===== src/rtl/flappy_game_ctrl.sv =====
// flappy_game_ctrl: FlappyBird game state sequencer with frame tick, flap edge detect and BCD score
module flappy_game_ctrl #(
  parameter int TICK_DIV  = 1_666_667,
  parameter int DEAD_HOLD = 60,
  parameter int MAX_SCORE = 999
) (
  input  logic        clk,
  input  logic        rst,
  input  logic        start_clr,
  input  logic        flap_req,
  input  logic        pass_pipe,
  input  logic        collide,
  output logic [1:0]  state,
  output logic        frame_tick,
  output logic        phys_en,
  output logic        flap_pulse,
  output logic [9:0]  score_bin,
  output logic [11:0] score_bcd
);
  typedef enum logic [1:0] {WAIT = 2'd0, FLY = 2'd1, DEAD = 2'd2} state_t;
  localparam int CW = $clog2(TICK_DIV);
  localparam int HW = $clog2(DEAD_HOLD + 1);
  state_t st, st_n;
  logic [CW-1:0] cnt;
  logic [HW-1:0] hold, hold_n;
  logic flap_q, rise, tick_end, hold_done, score_clr, score_inc, flap_n;
  logic [11:0] bcd_inc;
  assign rise      = flap_req & ~flap_q;
  assign tick_end  = cnt == CW'(TICK_DIV - 1);
  assign hold_done = hold == HW'(DEAD_HOLD);
  assign state     = st;
  // tens below 9 means the +1 on {hundreds,tens} never carries into hundreds
  assign bcd_inc = score_bcd[3:0] != 4'd9 ? score_bcd + 12'd1
                 : score_bcd[7:4] != 4'd9 ? {score_bcd[11:4] + 8'd1, 4'd0}
                 : {score_bcd[11:8] + 4'd1, 8'd0};
  always_comb begin
    st_n      = st;
    hold_n    = hold;
    score_clr = 1'b0;
    score_inc = 1'b0;
    flap_n    = 1'b0;
    if (start_clr) begin
      st_n      = WAIT;
      score_clr = 1'b1;
      hold_n    = '0;
    end else begin
      case (st)
        WAIT: if (rise) begin
          st_n      = FLY;
          score_clr = 1'b1;
          flap_n    = 1'b1;
        end
        FLY: if (collide) begin
          st_n   = DEAD;
          hold_n = '0;
        end else begin
          score_inc = pass_pipe;
          flap_n    = rise;
        end
        DEAD: if (rise && hold_done) st_n = WAIT;
              else if (frame_tick && !hold_done) hold_n = hold + 1'b1;
        default: st_n = WAIT;
      endcase
    end
  end
  always_ff @(posedge clk) begin
    if (!rst) begin
      st         <= WAIT;
      cnt        <= '0;
      hold       <= '0;
      flap_q     <= 1'b0;
      frame_tick <= 1'b0;
      phys_en    <= 1'b0;
      flap_pulse <= 1'b0;
      score_bin  <= '0;
      score_bcd  <= '0;
    end else begin
      st         <= st_n;
      cnt        <= tick_end ? '0 : cnt + 1'b1;
      hold       <= hold_n;
      flap_q     <= flap_req;
      frame_tick <= tick_end;
      phys_en    <= tick_end && st == FLY;
      flap_pulse <= flap_n;
      if (score_clr) begin
        score_bin <= '0;
        score_bcd <= '0;
      end else if (score_inc && score_bin != 10'(MAX_SCORE)) begin
        score_bin <= score_bin + 10'd1;
        score_bcd <= bcd_inc;
      end
    end
  end
endmodule


===== config.mk =====
export PLATFORM = sky130hd
export DESIGN_NAME = flappy_game_ctrl
export DESIGN_NICKNAME = d
export VERILOG_FILES = /design/src/rtl/flappy_game_ctrl.sv
export SDC_FILE = /design/constraint.sdc
export NUM_CORES = 1
export LEC_CHECK = 0
export CELL_PAD_IN_SITES_DETAIL_PLACEMENT = 0
export CELL_PAD_IN_SITES_GLOBAL_PLACEMENT = 1
export CORE_UTILIZATION = 42
export CTS_BUF_LIST = sky130_fd_sc_hd__clkbuf_8 sky130_fd_sc_hd__clkbuf_16
export DETAILED_ROUTE_END_ITERATION = 16
export MAX_ROUTING_LAYER = met4
export PLACE_DENSITY_LB_ADDON = 0.1
export SETUP_SLACK_MARGIN = 0.3
export SLEW_MARGIN = 30
export SYNTH_ARGS = -nofsm -noshare
export SYNTH_HDL_FRONTEND = slang
export SYNTH_SLANG_ARGS = --single-unit

===== constraint.sdc =====
create_clock -name clk -period 2.09 [get_ports clk]
set_clock_uncertainty 0.1 [all_clocks]
set_input_delay 0.209 -clock clk [delete_from_list [all_inputs] [get_ports clk]]
set_output_delay 0.209 -clock clk [all_outputs]
set_load 0.1 [all_outputs]

# After elaboration in Yosys (flattened, before gate mapping)

Cells that the tools add are included.

Bits in registers: 55
Bits of input ports: 6
Output and inout bits: 27
Logic and storage cells: 60

Add/subtract/negate cells: 6
Equal/unequal tests: 12
Mux-type cells: 18
Bitwise operators: 3
Reductions and logical operators: 12

Operators by type and width:

| kind                                          | number |
|---|---|
| two-way mux 12 bit                            | 2 |
| adder 21 x 1 -> 21 bit, second input constant | 1 |
| == test 21 bit, second input constant         | 1 |
| two-way mux 6 bit                             | 3 |
| adder 12 x 1 -> 12 bit, second input constant | 1 |
| case mux 6 bit (2 select lines)               | 1 |
| adder 10 x 1 -> 10 bit, second input constant | 1 |
| != test 10 bit, second input constant         | 1 |
| != test 2 bit, second input constant          | 5 |
| adder 8 x 1 -> 8 bit, second input constant   | 1 |
| != test 4 bit, second input constant          | 2 |
| two-way mux 1 bit                             | 7 |
| adder 6 x 1 -> 6 bit, second input constant   | 1 |
| == test 6 bit, second input constant          | 1 |
| two-way mux 2 bit                             | 3 |
| case mux 2 bit (3 select lines)               | 1 |
| OR reduction 2 bit                            | 3 |
| adder 4 x 1 -> 4 bit, second input constant   | 1 |
| logical AND 1 bit                             | 4 |
| AND reduction 4 bit                           | 1 |
| AND reduction 3 bit                           | 1 |
| == test 2 x 1 -> 1 bit, second input constant | 1 |
| == test 2 bit, second input constant          | 1 |
| logical NOT 2 bit                             | 1 |
| 5 further kinds                               | 6 |

# Longest topological paths before layout

Depth in word-level cells: 6
Gate-level depth with buffers: 8
Mapped depth without buffers: 7

# Least setup slack after synthesis

OpenSTA, ideal clock, no wires.

Path type: reg2reg
From: reg score_bin[0]
To: reg score_bcd[9]
Setup time: 0.119 ns
Data arrival time: 2.278 ns
Data required time: 1.871 ns
Path slack: -0.407 ns
Stages on the path, launching flop included: 7
Buffers on the path: 0
Period minus slack after synthesis: 2.497 ns
Cell sequence: dfxtp_1 > ha_1 > and2_2 > nand4_1 > nand4_1 > nor2_1 > o221a_2

Longest elaborated chain between the ends: 2

Ends and longest elaborated chain:

| item                     | RTL line | text |
|---|---|---|
| start: declaration       | 17       | `output logic [9:0] score_bin,` |
| start signal: assignment | 89       | `score_bin <= score_bin + 10'd1;` |
| != test 10 bit           | 88       | `end else if (score_inc && score_bin != 10'(MAX_SCORE)) begin` |
| logical AND 1 bit        | 88       |  |
| end signal: assignment   | 90       | `score_bcd <= bcd_inc;` |
| end: declaration         | 18       | `output logic [11:0] score_bcd` |

Every way passes these cells.
A chain may end at the register's enable or synchronous reset.

# Final worst setup path

From: reg score_bin[0]
To: reg score_bcd[10]

The elaborated chain is that of the path after synthesis.

==> results.json <==
{
  "outcome": "finished clean",
  "worstSetupEndpointType": "register",
  "grt_pass1_wl_um": 9130,
  "ys_types": 54,
  "gp_congestion": 0.748,
  "clk_latency_ns": 0.32,
  "synth_seq_cells": 55,
  "power.density_nw_per_um2": 525,
  "post-route-min-period_ns": 1.77,
  "rows": 28,
  "avgSynthCellArea_um2": 9.01,
  "async_flop_share": 0,
  "setup_ws_ns": 0.319,
  "slew_violations": 0,
  "setup_tns_ns": 0,
  "pre_cts_slack_ns": 0.00569,
  "whs_path_depth": 1,
  "dp_hpwl_um": 3970,
  "cp_cell_sequence": "ha_4 > and2_4 > and4_4 > nor4_4 > buf_4 > nand3b_1 > a21oi_2",
  "wire_per_inst_um": 13.5,
  "cts.sinks": 55,
  "cts_buffers": 5,
  "crit_required_ns": 2.24,
  "utilization": 0.545,
  "synth_area_leaders": "dfxtp_1 40%, xnor2_1 7.4%, nor2_1 6.9%",
  "grt_pass1_vias": 1976,
  "die_w_um": 82.5,
  "ff2ff_path_depth": 7,
  "critPathSlowestCell": "dfxtp_4",
  "fin_nets": 356,
  "io_buffers": 32,
  "finalCritPeriodShare": 0.847,
  "overflow": 0,
  "syn-instance-count": 302,
  "worst_pin_slew_ns": 0.309,
  "slowest_delay_ns": 0.39,
  "wl_met2_um": 2400,
  "first_pass_iters": 4,
  "grt_max_degree": 22,
  "crit_type": "reg2reg",
  "drv_cap": 0,
  "place_area_um2": 3150,
  "yosys.area.top_type": "dfxtp_1",
  "vias": 2224,
  "area_delta_synth_final_pct": 22.2,
  "finalWirelength_um": 5670,
  "cts-root-buf": "clkbuf_8",
  "hold_violations": 0,
  "multi_input_area_um2": 1580,
  "min_path_type": "reg2reg",
  "rsz0062_at_grt": "no",
  "coreArea_um2": 6100,
  "synth_area_um2": 2720,
  "antenna_found_initial": 0,
  "ant_nets": 0,
  "synth_edf_count": 0,
  "met1_length_um": 2940,
  "cts_buffer_depth": 2,
  "setup_viol": 0,
  "min-delay-start": "cnt[0]$_SDFF_PP0_",
  "dr_wl_met3_um": 263,
  "r2r_end": "score_bcd[10]$_SDFFE_PP0P_",
  "remaining_drc_errors": 0,
  "start_util": 0.446,
  "path_clk_slew_ns": 0.10,
  "highest_layer": "met4",
  "dp_cells": 406,
  "synth_fp_nets": 314,
  "die_y_um": 82.5,
  "design_area_um2": 3320,
  "drive_gt1_frac": 0.299,
  "io_pins": 33,
  "ff2ff_setup_slack_ns": 0.32,
  "grtUsageTotal": 0.180,
  "fmax_ghz": 0.565,
  "r2r_start": "score_bin[0]$_SDFFE_PP0P_",
  "slew_headroom": 0.789,
  "cts_tree": "done",
  "final_cells": 420,
  "ff_latch_area_um2": 1170,
  "nFillCells": 588,
  "dieArea_um2": 6800,
  "drt_iter0_drc": 73,
  "yosysSeqAreaShare": 0.405,
  "diodes": 0,
  "holdPathEnd": "cnt[0]$_SDFF_PP0_",
  "synth_warnings": 0,
  "crit_fanout": 7,
  "critPathLaunchType": "register",
  "yosysTopAreaCellShare": 0.405,
  "ys.flop_type": "dfxtp_1",
  "htree_levels": 2,
  "power_leakage_uw": 0.00120,
  "post_drt_via_cell_ratio": 5.30,
  "vdd_ir_drop_max_uv": 322,
  "arrival_ns": 1.92
}
[worst max-delay path by stage]
stage                                    startpoint                          to  depth (start not counted)  slack [ns]
final                     score_bin[0]$_SDFFE_PP0P_  score_bcd[10]$_SDFFE_PP0P_                          7        0.32
after global routing      score_bin[0]$_SDFFE_PP0P_  score_bcd[10]$_SDFFE_PP0P_                          7        0.29
after CTS                 score_bin[0]$_SDFFE_PP0P_   score_bcd[5]$_SDFFE_PP0P_                          6        0.31
after detailed placement                  start_clr   score_bcd[5]$_SDFFE_PP0P_                          6       0.006
after global placement                      collide  score_bcd[11]$_SDFFE_PP0P_                          6        0.11
after floorplan           score_bin[1]$_SDFFE_PP0P_  score_bcd[11]$_SDFFE_PP0P_                          6        0.23
[sequential cells by signal, indices dropped and copies added, names as in the netlist]
| name | flops |
|---|---|
| phys_en | 1 |
| score_bcd | 12 |
| score_bin | 10 |
| flap_q | 1 |
| flap_pulse | 1 |
| state | 2 |
| cnt | 21 |
| frame_tick | 1 |
| hold | 6 |
[report_power, final]
group / internal [uW] / switching, uW / total (uW) / leakage [uW]
Clock: 241 / 371 / 612 / 0.0000485
Sequential: 1040 / 7.79 / 1050 / 0.000461
Combinational: 34.2 / 53.7 / 88.0 / 0.000689
Total: 1310 / 433 / 1750 / 0.00120
[cell usage in the layout, fill, tap and decap left out, drive strengths merged, types with 3 or more instances in the layout]
master          n
a2111oi         3
a21oi           9
and2           10
and2b           3
and3            6
and4            7
buf            40
clkbuf          5
clkdlybuf4s50   5
dfxtp          55
ha              6
inv             9
nand2          19
nand2b          3
nand3          22
nand4          13
nor2           50
nor2b           3
nor3            6
nor4            3
nor4b           3
xnor2          23
xor2           15
[critical path: cells and delay by family (launching register included)]
kind | cells | cell delay [ns]
fa+ha+maj | 1 | 0.17
buf+inv | 1 | 0.18
compound gates | 1 | 0.13
simple gates | 4 | 0.73
flops | 1 | 0.39
[synthesized netlist by cell type, drive strengths merged, types with 6 or more instances]
master and number:
nand2 19, and2 10, dfxtp 55, nand3 22
and4 7, nand4 13, buf 7, nor2 50
and3 6, xor2 15, ha 6, inv 8
a21oi 9, xnor2 23, nor3 6
[logic make-up after synthesis]
kind of cell    share of synthesized area
mux                                0.0115
compound gates                     0.0856
simple gates                        0.311
buf+inv                            0.0368
xor+xnor                            0.122
fa+ha+maj                          0.0276
flops                               0.405
[area by class of cell]
class,instances,area share
clock buffer,5,0.0207
clock inverter,3,0.00677
inverter,8,0.00903
multi-input combinational,229,0.475
sequential,55,0.352
tap,75,0.0282
timing repair buffer,45,0.109
[stage by stage]
stage,total power (uW),hold slack (ns)
floorplan,1120,0.231
global placement,1160,0.338
detailed placement,1160,0.348
CTS,1770,0.372
global route,1810,0.394
finish,1750,0.365
[repair_timing]
action	4_1_cts	5_1_grt
gates resized for setup	1	9
setup buffers	2	4
setup endpoints to repair	2	24
pin swaps	1	10
hold buffers	0	0
[per-layer routing]
layer,track usage,vias to the layer above
met5,-,-
met3,0.0396,7
met4,0.0526,0
met1,0.238,1039
li1,-,1133
met2,0.274,45
No activity file was read; power rests on OpenSTA's default activity.
